**config.mk**
```make
export PLATFORM = sky130hd
export DESIGN_NAME = dlx_mem_arbiter
export DESIGN_NICKNAME = d
export VERILOG_FILES = /design/src/rtl/dlx_mem_arbiter.sv
export SDC_FILE = /design/constraint.sdc
export NUM_CORES = 1
export LEC_CHECK = 0
export ABC_AREA = 1
export CAP_MARGIN = 20
export CORE_MARGIN = 5
export CORE_UTILIZATION = 42
export CTS_BUF_LIST = sky130_fd_sc_hd__clkbuf_16
export CTS_CLUSTER_SIZE = 30
export DETAILED_ROUTE_END_ITERATION = 6
export HOLD_SLACK_MARGIN = 0.05
export PLACE_DENSITY = 0.8
export SYNTH_ARGS = -nofsm -noshare
export SYNTH_HDL_FRONTEND = slang
export SYNTH_SLANG_ARGS = --single-unit
```
**constraint.sdc**
```tcl
create_clock -name clk -period 2 [get_ports clk]
set_clock_uncertainty 0.2 [all_clocks]
set_input_delay 0.4 -clock clk [delete_from_list [all_inputs] [get_ports clk]]
set_output_delay 0.4 -clock clk [all_outputs]
set_load 0.005 [all_outputs]
```
**src/rtl/dlx_mem_arbiter.sv**
```systemverilog
// dlx_mem_arbiter: shares one single-port memory between the DLX fetch and
// data ports. Data wins by default; a starvation counter forces a fetch grant
// after STARVE_LIMIT data grants in a row, and a timeout counter aborts
// accesses the memory never acknowledges (setting the sticky bus_error).
module dlx_mem_arbiter #(
    parameter int STARVE_LIMIT   = 4,
    parameter int TIMEOUT_CYCLES = 255
) (
    input  logic        clk,
    input  logic        reset_n,
    // fetch port
    input  logic        i_req,
    input  logic [31:0] i_address,
    output logic [31:0] i_data_read,
    output logic        i_data_valid,
    // data port
    input  logic        d_req,
    input  logic        d_write_enable,
    input  logic [31:0] d_address,
    input  logic [31:0] d_data_write,
    output logic [31:0] d_data_read,
    output logic        d_data_valid,
    // shared memory
    output logic        m_req,
    output logic        m_we,
    output logic [31:0] m_address,
    output logic [31:0] m_wdata,
    input  logic [31:0] m_rdata,
    input  logic        m_ack,
    output logic        bus_error
);

    localparam int SW_RAW = $clog2(STARVE_LIMIT + 1);
    localparam int SW     = (SW_RAW < 1) ? 1 : SW_RAW;
    localparam int TW_RAW = $clog2(TIMEOUT_CYCLES + 1);
    localparam int TW     = (TW_RAW < 8) ? 8 : TW_RAW;

    typedef enum logic [1:0] {IDLE, I_ACC, D_ACC} state_t;

    state_t          r_state,        w_state_next;
    logic            r_m_req,        w_m_req;
    logic            r_m_we,         w_m_we;
    logic [31:0]     r_m_address,    w_m_address;
    logic [31:0]     r_m_wdata,      w_m_wdata;
    logic [31:0]     r_i_data_read,  w_i_data_read;
    logic [31:0]     r_d_data_read,  w_d_data_read;
    logic            r_i_data_valid, w_i_data_valid;
    logic            r_d_data_valid, w_d_data_valid;
    logic            r_bus_error,    w_bus_error;
    logic [SW-1:0]   r_starve_cnt,   w_starve_cnt;
    logic [TW-1:0]   r_tmo_cnt,      w_tmo_cnt;

    logic            w_starved;
    logic            w_timeout;
    logic            w_grant_i;
    logic            w_grant_d;

    // Fetch is forced once the data port has won STARVE_LIMIT times in a row.
    assign w_starved = (r_starve_cnt == SW'(STARVE_LIMIT));
    // Final cycle of the wait budget with still no acknowledge.
    assign w_timeout = !m_ack && (r_tmo_cnt == TW'(TIMEOUT_CYCLES - 1));

    // A port whose valid is pulsing is not re-granted this cycle. While d_req
    // is present and fetch is not starved, the arbiter waits for the data
    // port rather than slipping a fetch into the data port's pulse cycle.
    assign w_grant_i = (r_state == IDLE) && i_req && !r_i_data_valid
                       && (w_starved || !d_req);
    assign w_grant_d = (r_state == IDLE) && !w_grant_i && d_req && !r_d_data_valid;

    // Next-state and next-register values for the whole block.
    always_comb begin
        // NOTE: every signal gets a default first, so no path can infer a latch.
        w_state_next   = r_state;
        w_m_req        = r_m_req;
        w_m_we         = r_m_we;
        w_m_address    = r_m_address;
        w_m_wdata      = r_m_wdata;
        w_i_data_read  = r_i_data_read;
        w_d_data_read  = r_d_data_read;
        w_i_data_valid = 1'b0;
        w_d_data_valid = 1'b0;
        w_bus_error    = r_bus_error;
        w_starve_cnt   = r_starve_cnt;
        w_tmo_cnt      = r_tmo_cnt;

        case (r_state)
            IDLE: begin
                if (w_grant_i) begin
                    w_state_next = I_ACC;
                    w_m_req      = 1'b1;
                    w_m_we       = 1'b0;
                    w_m_address  = i_address;
                    w_m_wdata    = '0;
                    w_starve_cnt = '0;
                    w_tmo_cnt    = '0;
                end else if (w_grant_d) begin
                    w_state_next = D_ACC;
                    w_m_req      = 1'b1;
                    w_m_we       = d_write_enable;
                    w_m_address  = d_address;
                    w_m_wdata    = d_data_write;
                    w_tmo_cnt    = '0;
                    if (i_req && !w_starved) begin
                        w_starve_cnt = r_starve_cnt + 1'b1;
                    end
                end
            end
            I_ACC: begin
                if (m_ack) begin
                    w_i_data_read  = m_rdata;
                    w_i_data_valid = 1'b1;
                    w_m_req        = 1'b0;
                    w_state_next   = IDLE;
                end else if (w_timeout) begin
                    w_i_data_read  = '0;
                    w_i_data_valid = 1'b1;
                    w_bus_error    = 1'b1;
                    w_m_req        = 1'b0;
                    w_state_next   = IDLE;
                end else begin
                    w_tmo_cnt = r_tmo_cnt + 1'b1;
                end
            end
            D_ACC: begin
                if (m_ack) begin
                    // A store completes without touching the load register.
                    if (!r_m_we) begin
                        w_d_data_read = m_rdata;
                    end
                    w_d_data_valid = 1'b1;
                    w_m_req        = 1'b0;
                    w_state_next   = IDLE;
                end else if (w_timeout) begin
                    w_d_data_read  = '0;
                    w_d_data_valid = 1'b1;
                    w_bus_error    = 1'b1;
                    w_m_req        = 1'b0;
                    w_state_next   = IDLE;
                end else begin
                    w_tmo_cnt = r_tmo_cnt + 1'b1;
                end
            end
            default: begin
                w_state_next = IDLE;
                w_m_req      = 1'b0;
            end
        endcase
    end

    // State and output registers with synchronous active-low reset.
    always_ff @(posedge clk) begin
        // NOTE: sequential state uses non-blocking assignments only, so every
        // register samples the values from before this edge.
        if (!reset_n) begin
            r_state        <= IDLE;
            r_m_req        <= 1'b0;
            r_m_we         <= 1'b0;
            r_m_address    <= '0;
            r_m_wdata      <= '0;
            r_i_data_read  <= '0;
            r_d_data_read  <= '0;
            r_i_data_valid <= 1'b0;
            r_d_data_valid <= 1'b0;
            r_bus_error    <= 1'b0;
            r_starve_cnt   <= '0;
            r_tmo_cnt      <= '0;
        end else begin
            r_state        <= w_state_next;
            r_m_req        <= w_m_req;
            r_m_we         <= w_m_we;
            r_m_address    <= w_m_address;
            r_m_wdata      <= w_m_wdata;
            r_i_data_read  <= w_i_data_read;
            r_d_data_read  <= w_d_data_read;
            r_i_data_valid <= w_i_data_valid;
            r_d_data_valid <= w_d_data_valid;
            r_bus_error    <= w_bus_error;
            r_starve_cnt   <= w_starve_cnt;
            r_tmo_cnt      <= w_tmo_cnt;
        end
    end

    assign m_req        = r_m_req;
    assign m_we         = r_m_we;
    assign m_address    = r_m_address;
    assign m_wdata      = r_m_wdata;
    assign i_data_read  = r_i_data_read;
    assign d_data_read  = r_d_data_read;
    assign i_data_valid = r_i_data_valid;
    assign d_data_valid = r_d_data_valid;
    assign bus_error    = r_bus_error;

endmodule

```
; ---- Word level (Yosys, flattened, before mapping)
; Index checks and enable logic that the tools add are counted.
[op_classes]
n_addsub = 2
mul = 0
n_div = 0
order_cmp = 0
eq_ne = 9
shifts = 0
muxes = 30
bitwise = 1
n_reduce_logical = 30
[ops]
columns = cell, count
row1 = 2-to-1 mux 32 bit, 8
row2 = 2-to-1 mux 8 bit, 4
row3 = case mux 8 bit (2 select lines), 1
row4 = AND reduction 2 bit, 5
row5 = 2-to-1 mux 3 bit, 3
row6 = AND reduction 3 bit, 3
row7 = "adder 8 x 1 -> 8 bit, second input constant", 1
row8 = "== test 8 bit, second input constant", 1
row9 = logical AND 1 bit, 8
row10 = 2-to-1 mux 1 bit, 8
row11 = 2-to-1 mux 2 bit, 4
row12 = nonzero test 2 bit, 4
row13 = logical NOT 1 bit, 6
row14 = "inequality test 2 bit, second input constant", 3
row15 = case mux 2 bit (2 select lines), 1
row16 = AND reduction 4 bit, 1
row17 = "adder 3 x 1 -> 3 bit, second input constant", 1
row18 = "== test 3 bit, second input constant", 1
row19 = "inequality test 3 x 1 -> 1 bit, second input constant", 1
row20 = "inequality test 3 bit, second input constant", 1
row21 = "== test 2 x 1 -> 1 bit, second input constant", 1
row22 = "== test 2 bit, second input constant", 1
row23 = logical NOT 2 bit, 1
row24 = case mux 1 bit (2 select lines), 1
row25 = 3 further kinds, 3
[totals]
reg_bits = 146
latch_bits = 0
ram_bits = 0
rom_bits = 0
output_inout_bits = 133
memories = 0

; ---- Logic depth before layout (Yosys ltp)
[depth]
depth_word = 11
depth_mapped = 12
ltp_nobuf = 11

; ---- Worst setup path after synthesis
; No wires, ideal clock.
[synth_path]
path_type = register -> register
from = register r_state[0]
to = register r_tmo_cnt[0]
setup_ps = 115
t_arrival_ps = 1373
t_required_ps = 1685
path_slack_ps = 312
path_stages_with_launch = 10
path_buffers = 1
period_less_slack_ps = 1688
cell_sequence = dfxtp_1 > inv_1 > ha_1 > nand2_1 > nor2_2 > nand2_2 > nand3_2 > buf_6 > a21oi_1 > nor2_1
[synth_between]
elab_chain_cells = 10
elab_cells_between_ends = 18
classes_between = eq/ne: 5 / mux: 2 / reduce/logical: 11
[synth_rtl]
columns = item, line_no
row1 = "start, declared", 40  ; state_t r_state, w_state_next;
row2 = "start signal, assigned", 168  ; r_state <= w_state_next;
row3 = logical NOT 2 bit, "66, 68, 86"
row4 = logical AND 1 bit (2 in series), 66  ; assign w_grant_i = (r_state == IDLE) && i_req && !r_i_data_valid
row5 = logical AND 1 bit, 67  ; && (w_starved || !d_req);
row6 = logical NOT 1 bit, 68  ; assign w_grant_d = (r_state == IDLE) && !w_grant_i && d_req && !r_d_data_valid;
row7 = logical AND 1 bit (3 in series), 68
row8 = inequality test 3 bit (no line), n/a
row9 = AND reduction 4 bit (no line), n/a
row10 = "end signal, assigned", 179  ; r_tmo_cnt <= w_tmo_cnt;
row11 = "end, declared", 51  ; logic [TW-1:0] r_tmo_cnt, w_tmo_cnt;
; Parallel ways exist; a longest one is shown, timed or not.
; A chain may end at the register's enable or synchronous reset.

; ---- Final worst setup path
[layout_path]
from = register r_i_data_valid, in the netlist i_data_valid
to = output i_data_valid
[layout_rtl]
columns = item, line_no
row1 = "start, declared", 47  ; logic r_i_data_valid, w_i_data_valid;
row2 = "start signal, assigned", 175  ; r_i_data_valid <= w_i_data_valid;
row3 = "end, declared", 15  ; output logic i_data_valid,
; No word-level cell between the ends.

==> flow_metrics.env <==
export IMPL_cts_buffers=17
export IMPL_grt_pass1_wl_mm=29.0
export IMPL_vias_per_cell=4.85
export IMPL_rsz0062_at_grt="no"
export IMPL_worstPathCellList="clkdlybuf4s50_1"
export IMPL_hold_start="reset_n"
export IMPL_clk_latency_ns=0.42
export IMPL_start_kind="flip-flop"
export IMPL_drc=0
export IMPL_fin_crit_sh_pct=96.2
export IMPL_place_gp_congestion=0.844
export IMPL_final_nets=1223
export IMPL_pin_count=267
export IMPL_wirelength_mm=18.5
export IMPL_crit_path_top_delay_cell="clkdlybuf4s50_1"
export IMPL_antenna_cells=0
export IMPL_cts_root_buffer="clkbuf_16"
export IMPL_netlist_instances=819
export IMPL_maxCapViolCount=0
export IMPL_routedWlPerCell_um=14.5
export IMPL_synth_fp_nets=960
export IMPL_die_w_um=130
export IMPL_clk_pin_slew_ns=0.06
export IMPL_dp_hpwl_mm=13.5
export IMPL_row_count=44
export IMPL_syn_area_mm2=0.00606
export IMPL_worst_path_max_fanout=2
export IMPL_die_y_um=130
export IMPL_leakage_nw=3.84
export IMPL_crit_buf_inv=1
export IMPL_cts_sinks=146
export IMPL_grt_max_degree=49
export IMPL_endpoint_kind="output port"
export IMPL_cp_required_ns=1.40
export IMPL_ys_ff_latch=146
export IMPL_min_period_ns=1.92
export IMPL_yosysUniqueCellTypes=26
export IMPL_final_hold_violation_count=0
export IMPL_cts_tree="done"
export IMPL_maxSlewHeadroom_pct=76.6
export IMPL_max_freq_ghz=0.520
export IMPL_drt_pass1_iterations=4
export IMPL_slowest_delay_ns=0.54
export IMPL_syn_to_final_growth_pct=58.7
export IMPL_nFillCells=1182
export IMPL_die_area_mm2=0.0169
export IMPL_arrival_ns=1.32
export IMPL_port_buffers=266
export IMPL_power_density_mw_per_mm2=1040
export IMPL_start_util_pct=42.2
export IMPL_drtAntennaViolNets=0
export IMPL_overflow=0
export IMPL_layout_drive_gt1_share_pct=7.68
export IMPL_regToRegStartpoint="r_state[0]"
export IMPL_synth_avg_cell_area_um2=7.40
export IMPL_antenna_found_initial=0
export IMPL_first_global_vias=5866
export IMPL_startpoint="i_data_valid"
export IMPL_critPathKind="flip-flop to output port"
export IMPL_outcome="finished clean"
export IMPL_via_count=6203
export IMPL_slew_viol_final=0
export IMPL_critPathTopFamily="buffers and inverters"
export IMPL_power_mw=9.96
export IMPL_ctsHtreeMaxLevel=4
export IMPL_setup_viol=0
export IMPL_core_area_mm2=0.0144
export IMPL_synth_seq_area_share_pct=48.2
export IMPL_ir_worst_vdd_v=0.000698
export IMPL_ys_warn_count=0
export IMPL_grtUsageTotal_pct=21.6
export IMPL_hold_path_class="input pin to flip-flop"
export IMPL_clockBufferDepth=2
export IMPL_finalNonFillerCells=1278
export IMPL_worstMarginPinSlew_ns=0.351
export IMPL_dp_cells=1247
export IMPL_drt_iter0_drc=341
## layer usage
| metal | vias up | GRT usage, % | share of wire (%) |
|---|---|---|---|
| met1 | 2779 | 24.5 | 39 |
| li1 | 3162 | - | - |
| met2 | 225 | 36.4 | 49 |
| met4 | 0 | 10.1 | 3.0 |
| met3 | 37 | 7.61 | 8.7 |
| met5 | - | 0 | 0 |
## cells in the mapped netlist (all sizes together)
| master | number | area [um^2] |
|---|---|---|
| o21ai | 56 | 292 |
| inv | 76 | 285 |
| nor3 | 4 | 20.0 |
| ha | 7 | 87.6 |
| nand2 | 286 | 1110 |
| nor2 | 22 | 90.1 |
| dfxtp | 146 | 2920 |
| a31oi | 32 | 200 |
| buf | 31 | 245 |
| nand4 | 11 | 68.8 |
| clkbuf | 23 | 86.3 |
| o21a | 1 | 7.51 |
| nand3 | 16 | 103 |
| and3 | 1 | 6.26 |
| a21oi | 106 | 531 |
| a211oi | 1 | 7.51 |
## stage by stage
stage	setup TNS (ns)	utilization (%)	cell area, um^2	hold slack, ns	setup slack, ns
after CTS	0	66.9	9610	0.170	0.0336
after floorplan	0	-	6060	0.237	0.312
final	0	66.9	9620	0.177	0.0758
after detailed placement	-0.512	62.8	9020	0.230	-0.0529
after global routing	0	66.9	9620	0.198	0.00407
after global placement	0	62.8	9020	0.228	0.00514
## sequential cells by signal, indices dropped and copies added (netlist names), 2 cells and up
register	flops
r_state	2
m_wdata	32
r_starve_cnt	3
r_tmo_cnt	8
m_address	32
d_data_read	32
i_data_read	32
## power breakdown
group | internal [mW] | leakage, nW | switching [mW] | total, mW
clock | 1.95 | 0.276 | 1.22 | 3.17
combinational | 1.64 | 2.37 | 1.55 | 3.19
sequential | 3.36 | 1.19 | 0.241 | 3.60
total | 6.95 | 3.84 | 3.02 | 9.96
## placed cells by master, fill, tap and decap left out, types with 2 or more instances in the layout
cell type / instances
bufinv_16: 3
dfxtp_1: 145
clkinvlp_4: 5
nor2_1: 19
nand4_1: 11
o21ai_0: 34
nand2_2: 5
clkbuf_16: 17
nor3_1: 4
buf_12: 13
ha_1: 6
clkdlybuf4s50_1: 265
inv_1: 74
a31oi_1: 32
nand2_4: 3
nand2_1: 278
nor2_2: 3
a21oi_1: 106
o21ai_1: 19
inv_2: 3
nand3_1: 13
nand3_2: 2
o21ai_2: 3
buf_4: 18
clkinv_4: 2
## cell type report
class / instances / area (um^2) / area share [%]
Clock buffer: 17 / 425 / 4.42
Clock inverter: 14 / 166 / 1.73
Inverter: 76 / 285 / 2.97
Multi-Input combinational cell: 543 / 2520 / 26.2
Sequential cell: 146 / 2920 / 30.4
Tap cell: 184 / 230 / 2.39
Timing Repair Buffer: 298 / 3060 / 31.9
## kinds of logic (layout without fill, tap and decap cells)
family | Yosys count | count (layout) | share of synthesized area [%]
fa+ha+maj | 7 | 7 | 1.45
simple gates | 340 | 340 | 23.0
buf+inv | 130 | 405 | 10.2
flops | 146 | 146 | 48.2
compound gates | 196 | 196 | 17.1
## timing repair
item	4_1_cts	5_1_grt
pin swaps	0	0
setup endpoints to repair	1	12
endpoints found under the hold margin	0	0
buffers inserted	0	0
gates resized for setup	1	2
hold buffers	0	0
## path summary, 6_finish.rpt
| path | to | slack, ns | depth (start not counted) |
|---|---|---|---|
| worst min-delay path | m_address[1] | 0.18 | 3 |
| worst max register to register | m_address[16] | 0.16 | 9 |
| worst max-delay path | i_data_valid | 0.08 | 1 |
| worst min register to register | d_data_read[22] | 0.24 | 2 |
No activity file was read; power rests on OpenSTA's default activity.
